==> src/rtl/serial_subtractor.sv <==
// -----------------------------------------------------------------------------
// serial_subtractor
//
// Bit-serial two's-complement subtractor. Computes a - b one bit per clock,
// LSB first, using one full-adder cell and a carry flop: a + ~b + 1.
// A controller pulses start with operands, waits for the done pulse and then
// reads the difference together with the borrow and signed-overflow flags.
//
// Ports:
//   clk        in   1      rising-edge clock
//   rst        in   1      synchronous active-high reset
//   start      in   1      operation request, only looked at while idle
//   a          in   WIDTH  minuend, captured when start is accepted
//   b          in   WIDTH  subtrahend, captured when start is accepted
//   busy       out  1      high from the accepting edge until DONE is left
//   done       out  1      one-cycle pulse, result outputs updated this cycle
//   diff       out  WIDTH  a - b mod 2^WIDTH
//   borrow_out out  1      unsigned a < b
//   overflow   out  1      signed overflow of the subtraction
// -----------------------------------------------------------------------------

// Combinational 1-bit full adder used as the serial arithmetic cell.
module serial_subtractor_fa (
  input  logic x_i,
  input  logic y_i,
  input  logic c_i,
  output logic s_o,
  output logic c_o
);
  assign s_o = x_i ^ y_i ^ c_i;
  assign c_o = (x_i & y_i) | (x_i & c_i) | (y_i & c_i);
endmodule

module serial_subtractor #(
  parameter int WIDTH = 8
) (
  input  logic             clk,
  input  logic             rst,
  input  logic             start,
  input  logic [WIDTH-1:0] a,
  input  logic [WIDTH-1:0] b,
  output logic             busy,
  output logic             done,
  output logic [WIDTH-1:0] diff,
  output logic             borrow_out,
  output logic             overflow
);

  // One extra counter bit so the count can reach WIDTH without wrapping.
  localparam int CW = $clog2(WIDTH) + 1;
  localparam logic [CW-1:0] LAST_BIT = CW'(WIDTH - 1);

  typedef enum logic [1:0] {
    IDLE  = 2'd0,
    SHIFT = 2'd1,
    DONE  = 2'd2
  } state_t;

  state_t           state_q,   state_d;
  logic [WIDTH-1:0] sa_q,      sa_d;
  logic [WIDTH-1:0] sb_q,      sb_d;
  logic [WIDTH-1:0] part_q,    part_d;
  logic             carry_q,   carry_d;
  logic             cin_msb_q, cin_msb_d;
  logic [CW-1:0]    cnt_q,     cnt_d;
  logic             busy_q,    busy_d;
  logic             done_q,    done_d;
  logic [WIDTH-1:0] diff_q,    diff_d;
  logic             borrow_q,  borrow_d;
  logic             ovf_q,     ovf_d;

  // Arithmetic cell: current LSBs of both operand registers plus the carry.
  logic fa_sum;
  logic fa_cout;

  serial_subtractor_fa u_fa (
    .x_i (sa_q[0]),
    .y_i (sb_q[0]),
    .c_i (carry_q),
    .s_o (fa_sum),
    .c_o (fa_cout)
  );

  // Right-shifted copies of the operand and partial-result registers.
  // The new sum bit enters at the MSB so after WIDTH shifts the first
  // computed bit has reached bit 0.
  logic [WIDTH-1:0] sa_shift;
  logic [WIDTH-1:0] sb_shift;
  logic [WIDTH-1:0] part_shift;

  generate
    for (genvar gi = 0; gi < WIDTH - 1; gi++) begin : g_shift
      assign sa_shift[gi]   = sa_q[gi+1];
      assign sb_shift[gi]   = sb_q[gi+1];
      assign part_shift[gi] = part_q[gi+1];
    end
  endgenerate

  assign sa_shift[WIDTH-1]   = 1'b0;
  assign sb_shift[WIDTH-1]   = 1'b0;
  assign part_shift[WIDTH-1] = fa_sum;

  // Next-state and datapath logic.
  always_comb begin
    state_d   = state_q;
    sa_d      = sa_q;
    sb_d      = sb_q;
    part_d    = part_q;
    carry_d   = carry_q;
    cin_msb_d = cin_msb_q;
    cnt_d     = cnt_q;
    busy_d    = busy_q;
    done_d    = 1'b0;
    diff_d    = diff_q;
    borrow_d  = borrow_q;
    ovf_d     = ovf_q;

    case (state_q)
      IDLE: begin
        if (start) begin
          // Subtraction as a + ~b with the +1 supplied as the initial carry.
          sa_d      = a;
          sb_d      = ~b;
          part_d    = '0;
          carry_d   = 1'b1;
          cin_msb_d = 1'b0;
          cnt_d     = '0;
          busy_d    = 1'b1;
          state_d   = SHIFT;
        end
      end

      SHIFT: begin
        sa_d    = sa_shift;
        sb_d    = sb_shift;
        part_d  = part_shift;
        carry_d = fa_cout;
        cnt_d   = cnt_q + CW'(1);
        if (cnt_q == LAST_BIT) begin
          // carry_q is the carry into the MSB during the final bit; keep it
          // for the signed overflow test.
          cin_msb_d = carry_q;
          state_d   = DONE;
        end
      end

      DONE: begin
        diff_d   = part_q;
        borrow_d = ~carry_q;
        ovf_d    = cin_msb_q ^ carry_q;
        done_d   = 1'b1;
        busy_d   = 1'b0;
        state_d  = IDLE;
      end

      default: begin
        state_d = IDLE;
        busy_d  = 1'b0;
      end
    endcase
  end

  // State registers. Reset takes priority over everything, including start.
  always_ff @(posedge clk) begin
    if (rst) begin
      state_q   <= IDLE;
      sa_q      <= '0;
      sb_q      <= '0;
      part_q    <= '0;
      carry_q   <= 1'b0;
      cin_msb_q <= 1'b0;
      cnt_q     <= '0;
      busy_q    <= 1'b0;
      done_q    <= 1'b0;
      diff_q    <= '0;
      borrow_q  <= 1'b0;
      ovf_q     <= 1'b0;
    end else begin
      state_q   <= state_d;
      sa_q      <= sa_d;
      sb_q      <= sb_d;
      part_q    <= part_d;
      carry_q   <= carry_d;
      cin_msb_q <= cin_msb_d;
      cnt_q     <= cnt_d;
      busy_q    <= busy_d;
      done_q    <= done_d;
      diff_q    <= diff_d;
      borrow_q  <= borrow_d;
      ovf_q     <= ovf_d;
    end
  end

  assign busy       = busy_q;
  assign done       = done_q;
  assign diff       = diff_q;
  assign borrow_out = borrow_q;
  assign overflow   = ovf_q;

endmodule

==> config.mk <==
export PLATFORM = sky130hd
export DESIGN_NAME = serial_subtractor
export DESIGN_NICKNAME = d
export VERILOG_FILES = /design/src/rtl/serial_subtractor.sv
export SDC_FILE = /design/constraint.sdc
export NUM_CORES = 1
export LEC_CHECK = 0
export ABC_AREA = 1
export BUFFER_PORTS_ARGS = -buffer_cell sky130_fd_sc_hd__buf_2
export CORE_ASPECT_RATIO = 0.7
export CORE_MARGIN = 1
export CORE_UTILIZATION = 40
export DETAILED_ROUTE_END_ITERATION = 8
export PLACE_DENSITY = 0.68
export SYNTH_ARGS = -nofsm -noshare
export SYNTH_HDL_FRONTEND = slang
export SYNTH_HIERARCHICAL = 1
export SYNTH_SLANG_ARGS = --single-unit
==> constraint.sdc <==
create_clock -name clk -period 1.5 [get_ports clk]
set_clock_uncertainty 0.1 [all_clocks]
set_input_delay 0.15 -clock clk [delete_from_list [all_inputs] [get_ports clk]]
set_output_delay 0.15 -clock clk [all_outputs]
set_load 0.1 [all_outputs]
==> flow_summary_export.csv, run 1 <==
group,metric,value,unit
global_routing,grt_pass1_vias,1441,
finish,antenna_cells,0,
worst_setup_path,setup.worst_path.end_class,"flip-flop",
global_routing,antenna_found_initial,0,
global_routing,grt_max_degree,28,
timing,rsz0062_at_grt,"false",
power_and_ir_drop,irDropWorstVdd,0.584,mV
drt,drt-total-wl,3660,microns
worst_setup_path,cp-start-kind,"flip-flop",
finish,multi_input_comb_area,781,sq um
worst_setup_path,rr_worst_depth,5,
run,maxCapViolCount,0,
worst_hold_path,min_from,"b[7]",
cts,cts_resized,0,
placed_design,place.gp.congestion,0.763,
die,core-area,4330,sq um
drt,antenna_left,0,
power_and_ir_drop,power_leakage,0.935,nW
worst_setup_path,critPathMaxStageDelay,430,ps
cts,clk_pin_slew,80,ps
cts,ctsHoldBuffers,0,
placed_design,numPortBuffers,30,
power_and_ir_drop,power.density,1190,nW/um^2
finish,stdcell_area,2120,sq um
worst_hold_path,hold_end,"sb_q[7]",
cts,cts_buffer_depth,2,
cts,clock-sinks,44,
timing,fmax,725,MHz
timing,hold_slack,-0.221,ps
power_and_ir_drop,power.total,2.52,mW
cts,post_cts_buffers,0,
worst_setup_path,path_delay_family,"simple AND/OR/NAND/NOR gates",
cts,cts_tree,"built",
timing,worst_pin_slew,489,ps
worst_setup_path,r2r-start,"state_q[1]",
timing,slew-limit-headroom,0.676,
drt,viasPerCell,4.79,
die,initial_core_util,0.417,
finish,seqCellArea,881,sq um
timing,finalCritPeriodShare,0.919,
worst_setup_path,crit_fanout,18,
worst_setup_path,cp.required,1600,ps
worst_setup_path,crit_buf_inv,2,
logic_synthesis,synth_area_per_cell,7.62,sq um
cts,htree_num_levels,2,
worst_setup_path,critPathKind,"flip-flop to flip-flop",
cts,numCtsBuffers,5,
die,die_area,4790,sq um
drt,via_count,1558,
worst_setup_path,ff2ff_setup_slack,120,ps
worst_setup_path,reg2reg_to,"diff[0]",
timing,finalSetupViolCount,0,
drt,wire_per_inst,11.3,microns
logic_synthesis,synthCells,237,
logic_synthesis,syn_area,1810,sq um
placed_design,placed_cells,317,
worst_setup_path,slowest_stage,"dfxtp_1",
die,fp.dieW,82.3,microns
logic_synthesis,yosysWarnings,6,
outcome,violations,"hold timing",
finish,nFillCells,451,
logic_synthesis,synthesis.nets,258,
finish,syn_to_final_growth,17.5,%
logic_synthesis,synth-seq-cells,44,
die,die_h,58.2,microns
die,rows,20,
logic_synthesis,yosysSeqAreaShare,0.488,
finish,drive_gt1_frac,0.207,
cts,clk_latency,300,ps
placed_design,hpwl,2460,microns
placed_design,place_area,2000,sq um
global_routing,grt_pass1_wl,6350,microns
worst_setup_path,cp.depth,5,
drt,drtIter0Drc,99,
die,io_pins,31,
timing,final-max-slew-violation-count,0,
worst_hold_path,hold_depth,3,
finish,finalNetCount,290,
worst_setup_path,cp_cell_sequence,"inv_2 -> nor2_4 -> inv_1 -> nor2_1 -> nor2_1",
finish,stdcell_count,325,
cts,cts_root_buf,"clkbuf_8",
timing,setup_tns,0,ps
worst_hold_path,hold_path.class,"input pin to flip-flop",
drt,first_pass_iters,4,
outcome,status,"finished with violations",
worst_setup_path,cpMostUsedCell,"nor2_1",
worst_setup_path,cp_data_arrival_time,1470,ps
timing,hold_viol_final,1,
global_routing,grt_use_total,0.179,
drt,route.detailed.drc,0,
logic_synthesis,synth.distinct_cells,23,
timing,period_needed,1380,ps
global_routing,grt_overflow_total,0,
[flip-flops by register name, indices dropped and copies added (netlist names)]
register and count:
diff 8, part_q 8, sa_q 8, sb_q 8, cnt_q 4, state_q 2
borrow_out 1, busy 1, carry_q 1, cin_msb_q 1, done 1, overflow 1
[synth_stat cells]
| library cell | n | area (sq um) |
|---|---|---|
| a21oi_1 | 18 | 90.1 |
| buf_2 | 2 | 10.0 |
| buf_4 | 3 | 22.5 |
| buf_6 | 3 | 33.8 |
| clkbuf_1 | 4 | 15.0 |
| dfxtp_1 | 44 | 881 |
| fa_1 | 1 | 20.0 |
| ha_1 | 1 | 12.5 |
| inv_1 | 13 | 48.8 |
| inv_2 | 2 | 7.51 |
| inv_4 | 1 | 6.26 |
| nand2_1 | 44 | 165 |
| nand2_2 | 3 | 18.8 |
| nand2_4 | 2 | 22.5 |
| nand3_1 | 11 | 55.1 |
| nand4_1 | 1 | 6.26 |
| nor2_1 | 38 | 143 |
| nor2_4 | 2 | 22.5 |
| nor3_1 | 2 | 10.0 |
| o21ai_0 | 32 | 160 |
| o21ai_1 | 8 | 40.0 |
| or2_2 | 1 | 6.26 |
| xnor2_1 | 1 | 8.76 |
[cells by family after synthesis]
family | count (synthesis) | synth area share
AO/OA/AOI/OAI | 58 | 0.161
XOR/XNOR | 1 | 0.00485
adder cells (fa/ha/maj) | 2 | 0.0180
buffers and inverters | 28 | 0.0797
flip-flops | 44 | 0.488
AND/OR/NAND/NOR | 104 | 0.249
[area by class of cell]
cell class                      count  share of cell area
Sequential cell                    44               0.415
Clock inverter                      1              0.0142
Inverter                           16              0.0295
Tap cell                           55              0.0324
Clock buffer                        7              0.0454
Multi-Input combinational cell    165               0.368
Timing Repair Buffer               37              0.0955
[where the power goes]
part           switching (mW)  internal (mW)  total, mW
Clock                   0.401          0.587      0.989
Combinational           0.169          0.103      0.272
Sequential             0.0369           1.22       1.26
[layer usage]
layer | part of all wire | vias up | GRT usage
met4 | 0.021 | 0 | 0.0827
li1 | - | 831 | -
met1 | 0.53 | 699 | 0.249
met5 | 0 | - | 0
met2 | 0.41 | 19 | 0.257
met3 | 0.040 | 9 | 0.0488
[worst register-to-register path, cell delays in order (launching register included)]
cell and delay (ps):
dfxtp_1 430, inv_2 110, nor2_4 290, inv_1 170, nor2_1 120, nor2_1 50
[worst max path at each step]
stage	start	slack (ps)	endpoint
6_report	state_q[1]	120	diff[0]
5_1_grt	state_q[1]	7	diff[0]
4_1_cts	state_q[1]	120	diff[0]
3_5_place_dp	state_q[1]	150	diff[0]
3_3_place_gp	state_q[1]	140	diff[0]
2_1_floorplan	borrow_out	80	borrow_out
[stage by stage]
step / utilization / hold WS (ps) / setup slack, ps
4_1_cts: 0.490 / 0.130 / 122
3_5_place_dp: 0.461 / 321 / 145
5_1_grt: 0.490 / 3.84 / 6.87
3_3_place_gp: 0.461 / 315 / 140
2_1_floorplan: - / 129 / 84.4
6_report: 0.490 / -0.221 / 122
[placed cells by master, fill, tap and decap left out, drive strengths merged, types with 2 or more instances in the layout]
cell / instances
nor3: 2
dfxtp: 44
clkbuf: 7
o21ai: 40
a21oi: 18
nand3: 11
nand2: 49
buf: 37
nor2: 40
inv: 16
(Power assumes the default switching activity.)
==> run 2, diff against run 1 <==
--- a/config.mk
+++ b/config.mk
@@ -6,12 +6,12 @@
 export NUM_CORES = 1
 export LEC_CHECK = 0
 export ABC_AREA = 1
-export BUFFER_PORTS_ARGS = -buffer_cell sky130_fd_sc_hd__buf_2
-export CORE_ASPECT_RATIO = 0.7
+export CORE_ASPECT_RATIO = 1.2
 export CORE_MARGIN = 1
 export CORE_UTILIZATION = 40
 export DETAILED_ROUTE_END_ITERATION = 8
-export PLACE_DENSITY = 0.68
+export DONT_BUFFER_PORTS = 1
+export PLACE_DENSITY = 0.62
 export SYNTH_ARGS = -nofsm -noshare
 export SYNTH_HDL_FRONTEND = slang
 export SYNTH_HIERARCHICAL = 1
==> run 2 against run 1 <==
  * The run now ends clean
  * Cell area grew 4.6%
  * Sequential share of layout area down 1.8 points
  * Global-route usage is 0.92 points higher
  * Critical path depth is 1 higher
  * Non-clock buffer count decreased by 1
  * First-iteration DRC count fell by 41%
  * Via count up 2.7%
  * Critical endpoint is now sb_q[0]
  * Largest power group unchanged
  * Highest routed layer unchanged
==> flow_summary_export.csv, run 2 (same netlist as run 1, synthesis figures left out) <==
group,metric,value,unit
outcome,status,"complete, no violations",
cts,numCtsBuffers,5,
placed_design,place.gp.congestion,0.726,
finish,antenna_cells,0,
die,die_h,75.6,microns
finish,seqCellArea,882,sq um
worst_setup_path,reg2reg_to,"sb_q[0]",
drt,route.detailed.drc,0,
cts,htree_num_levels,2,
finish,drive_gt1_frac,0.134,
worst_setup_path,crit_buf_inv,2,
finish,syn_to_final_growth,22.9,%
drt,antenna_left,0,
worst_setup_path,rr_worst_depth,6,
cts,clk_pin_slew,80,ps
cts,clock-sinks,44,
timing,finalSetupViolCount,0,
worst_setup_path,cp_data_arrival_time,1450,ps
finish,postLayoutCoreUtil,0.517,
worst_setup_path,cp-start-kind,"flip-flop",
drt,wire_per_inst,11.9,microns
drt,via_count,1600,
worst_hold_path,hold_path.class,"input pin to flip-flop",
finish,finalNetCount,289,
worst_setup_path,ff2ff_setup_slack,150,ps
die,core-area,4290,sq um
timing,worst_pin_slew,421,ps
worst_setup_path,critPathKind,"flip-flop to flip-flop",
worst_setup_path,setup.worst_path.end_class,"flip-flop",
worst_setup_path,cp.required,1600,ps
timing,finalCritPeriodShare,0.901,
die,die_area,4790,sq um
die,fp.dieW,63.3,microns
finish,nFillCells,442,
timing,hold_viol_final,0,
cts,cts_root_buf,"clkbuf_8",
drt,first_pass_iters,4,
drt,drt-total-wl,3880,microns
global_routing,grt_overflow_total,0,
worst_setup_path,startpoint,"state_q[1]",
cts,clk_latency,300,ps
timing,rsz0062_at_grt,"false",
timing,fmax,740,MHz
power_and_ir_drop,power.density,1060,nW/um^2
global_routing,grt_pass1_wl,6820,microns
timing,setup_tns,0,ps
worst_setup_path,critPathMaxStageDelay,420,ps
drt,drtIter0Drc,58,
worst_setup_path,cp.depth,6,
cts,cts_buffer_depth,2,
cts,cts_tree,"built",
worst_setup_path,cp_cell_sequence,"inv_2 -> nand2_2 -> nand2_4 -> buf_4 -> o21ai_0 -> nor2_1",
worst_setup_path,r2r-start,"state_q[1]",
worst_setup_path,path_delay_family,"flip-flops",
placed_design,numPortBuffers,0,
global_routing,grt_pass1_vias,1540,
drt,viasPerCell,4.92,
global_routing,antenna_found_initial,0,
global_routing,grt_use_total,0.188,
timing,slew-limit-headroom,0.719,
die,io_pins,31,
finish,final_cell_mix,"44 x nand2_1, 43 x dfxtp_1, 38 x nor2_1",
worst_setup_path,crit_end,"sb_q[0]",
die,rows,26,
global_routing,grt_max_degree,28,
finish,multi_input_comb_area,781,sq um
die,initial_core_util,0.420,
finish,final_common_cell,"nand2_1",
power_and_ir_drop,power_leakage,0.920,nW
power_and_ir_drop,irDropWorstVdd,0.573,mV
worst_setup_path,slowest_stage,"dfxtp_1",
timing,final-max-slew-violation-count,0,
worst_setup_path,crit_fanout,12,
timing,period_needed,1350,ps
run,maxCapViolCount,0,
placed_design,hpwl,2410,microns
==> run 2: stage by stage <==
step	area (sq um)	worst slack (ps)	total power, mW	hold WS [ps]	cells
global route	2220	0.859	2.45	93.0	325
floorplan	1810	84.4	1.49	129	237
detailed placement	1940	147	1.54	123	299
global placement	1940	149	1.54	121	299
CTS	2210	120	2.35	64.8	325
finish	2220	148	2.34	70.1	325
==> run 2: routing by layer <==
metal	global-route usage	routed length (microns)
met1	0.211	1810
met2	0.329	1810
met3	0.0389	140
met4	0.124	121
met5	0	0
==> run 2: where the power goes <==
group          switching [mW]  internal [mW]  leakage [nW]  total, mW
logic                   0.175          0.125         0.515      0.299
registers              0.0366           1.22         0.360       1.26
clock network           0.408          0.376        0.0455      0.784
==> run 2: worst min path at each step <==
stage                      from    endpoint  slack [ps]  depth (start not counted)
after CTS                 start    cnt_q[0]          60                          3
after global placement      rst  state_q[0]         120                          1
after detailed placement    rst   part_q[7]         120                          1
final                     start    cnt_q[0]          70                          3
after floorplan             rst  state_q[1]         130                          1
after global routing        rst     diff[3]          90                          3
==> run 2: cell type report <==
class                   count  area share
well taps                  56      0.0316
flip-flops and latches     44       0.397
inverters                  16      0.0293
repair buffers             36       0.149
multi-input cells         165       0.352
clock buffers               8      0.0406
==> run 2: timing repair <==
item                                    4_1_cts  5_1_grt
buffers inserted                              0        0
resized for setup                             0        3
hold buffers                                 18        0
endpoints found under the setup margin        0        2
hold endpoints to repair                     25        0
==> run 2: worst register-to-register path, stage by stage, from the launching register on <==
cell and delay [ps]:
dfxtp_1 420, inv_2 110, nand2_2 90, nand2_4 120, buf_4 190, o21ai_0 160, nor2_1 60
==> run 3, diff against run 2 <==
--- a/config.mk
+++ b/config.mk
@@ -8,10 +8,10 @@
 export ABC_AREA = 1
 export CORE_ASPECT_RATIO = 1.2
 export CORE_MARGIN = 1
-export CORE_UTILIZATION = 40
+export CORE_UTILIZATION = 55
 export DETAILED_ROUTE_END_ITERATION = 8
 export DONT_BUFFER_PORTS = 1
-export PLACE_DENSITY = 0.62
+export PLACE_DENSITY = 0.78
 export SYNTH_ARGS = -nofsm -noshare
 export SYNTH_HDL_FRONTEND = slang
 export SYNTH_HIERARCHICAL = 1
==> run 3 against run 2 <==
  * Clock power decreased by 6.8%
  * Global-route usage is 5.3 points higher
  * Worst setup slack worse by 4.7 ps
  * Sequential cell count stayed put
  * Cell area is 1.5% lower
  * Largest power group unchanged
  * Utilization rose by 19 points
  * Total power is 2.4% lower
  * Highest routed layer unchanged
  * Final cell count fell by 5.8%
  * Worst hold slack lost 6.0 ps
==> flow_summary_export.csv, run 3 (same netlist as run 1, synthesis figures left out) <==
group,metric,value,unit
cts,cts_buffer_depth,2,
power_and_ir_drop,power_leakage,0.920,nW
run,maxCapViolCount,0,
placed_design,place.gp.congestion,0.747,
finish,nFillCells,258,
worst_setup_path,ff2ff_setup_slack,140,ps
global_routing,grt_pass1_wl,6090,microns
cts,htree_num_levels,2,
timing,finalSetupViolCount,0,
worst_setup_path,setup.worst_path.end_class,"flip-flop",
die,core-area,3080,sq um
cts,cts_tree,"built",
drt,drtIter0Drc,70,
placed_design,hpwl,2260,microns
drt,first_pass_iters,4,
global_routing,grt_use_total,0.241,
timing,period_needed,1360,ps
cts,post_cts_buffers,0,
finish,seqCellArea,881,sq um
placed_design,place_ws,131,ps
die,io_pins,31,
global_routing,grt_max_degree,35,
worst_setup_path,critPathKind,"flip-flop to flip-flop",
drt,via_count,1577,
finish,antenna_cells,0,
finish,syn_to_final_growth,21.1,%
finish,postLayoutCoreUtil,0.709,
worst_setup_path,crit_fanout,27,
power_and_ir_drop,irDropWorstVdd,0.889,mV
finish,finalNetCount,290,
global_routing,grt_pass1_vias,1467,
worst_setup_path,cp_data_arrival_time,1560,ps
finish,drive_gt1_frac,0.141,
drt,drt-total-wl,3670,microns
timing,rsz0062_at_grt,"false",
cts,clk_latency,360,ps
cts,numCtsBuffers,5,
cts,cts_root_buf,"clkbuf_4",
die,die_area,3520,sq um
drt,wire_per_inst,12.0,microns
global_routing,antenna_found_initial,0,
timing,fmax,737,MHz
power_and_ir_drop,power.density,1050,nW/um^2
worst_setup_path,cp.required,1700,ps
timing,finalCritPeriodShare,0.905,
power_and_ir_drop,power.total,2.29,mW
worst_hold_path,hold_path.class,"input pin to flip-flop",
die,rows,22,
outcome,status,"complete, no violations",
cts,clk_pin_slew,130,ps
drt,antenna_left,0,
finish,final_cell_mix,"44 x nand2_1, 44 x dfxtp_1, 38 x nor2_1",
die,initial_core_util,0.586,
timing,slew-limit-headroom,0.715,
timing,hold_viol_final,0,
drt,viasPerCell,5.15,
placed_design,numPortBuffers,0,
timing,final-max-slew-violation-count,0,
finish,multi_input_comb_area,781,sq um
die,fp.dieW,54.3,microns
timing,layout_setup_ws,143,ps
timing,setup_tns,0,ps
worst_setup_path,cp-start-kind,"flip-flop",
die,die_h,64.8,microns
global_routing,grt_overflow_total,0,
timing,worst_pin_slew,426,ps
drt,route.detailed.drc,0,
cts,clock-sinks,44,
==> run 3: cell types whose count changed in the layout (fill, tap and decap cells not counted), sizes merged <==
cell / previous run / this run
clkbuf: 8 / 5
clkinv: 0 / 1
clkinvlp: 0 / 1
bufinv: 0 / 1
buf: 18 / 19
==> run 3: metal layers <==
metal / up-vias / wire length, microns / global-route usage
li1: 827 / - / -
met1: 703 / 1620 / 0.272
met2: 42 / 1840 / 0.410
met3: 5 / 143 / 0.0540
met4: 0 / 60 / 0.115
met5: - / 0 / 0
==> run 3: critical path: stages, from the launching register on <==
cell and delay [ps]:
dfxtp_1 440, inv_2 110, nand2_2 90, nand2_4 140, inv_6 210, nand2_1 70
a21oi_1 140
==> run 3: cell type report <==
cell class | instances | area share
flip-flops and latches | 44 | 0.403
multi-input cells | 165 | 0.357
repair buffers | 37 | 0.153
inverters | 16 | 0.0297
well taps | 36 | 0.0206
clock inverters | 3 | 0.0195
clock buffers | 5 | 0.0172
==> run 3: power breakdown <==
group / internal, mW / switching, mW
clock network: 0.347 / 0.384
registers: 1.22 / 0.0330
logic: 0.123 / 0.176
total: 1.69 / 0.593
==> run 3: final timing paths <==
| kind | from | end | cells after the start |
|---|---|---|---|
| max reg2reg | state_q[1] | sa_q[7] | 6 |
| min | start | cnt_q[0] | 3 |
| min reg2reg | part_q[3] | part_q[3] | 2 |
| max | state_q[1] | sa_q[7] | 6 |
==> run 3: repair_timing <==
item | CTS | global route
hold endpoints to repair | 25 | 0
gates resized for setup | 0 | 1
hold buffers | 18 | 0
endpoints found under the setup margin | 0 | 7
==> run 3: per-stage QoR <==
step / cell area (sq um) / hold slack [ps] / cells
CTS: 2180 / 36.0 / 306
global route: 2190 / 80.9 / 306
detailed placement: 1920 / 122 / 280
finish: 2190 / 64.1 / 306
global placement: 1920 / 120 / 280
floorplan: 1810 / 129 / 237
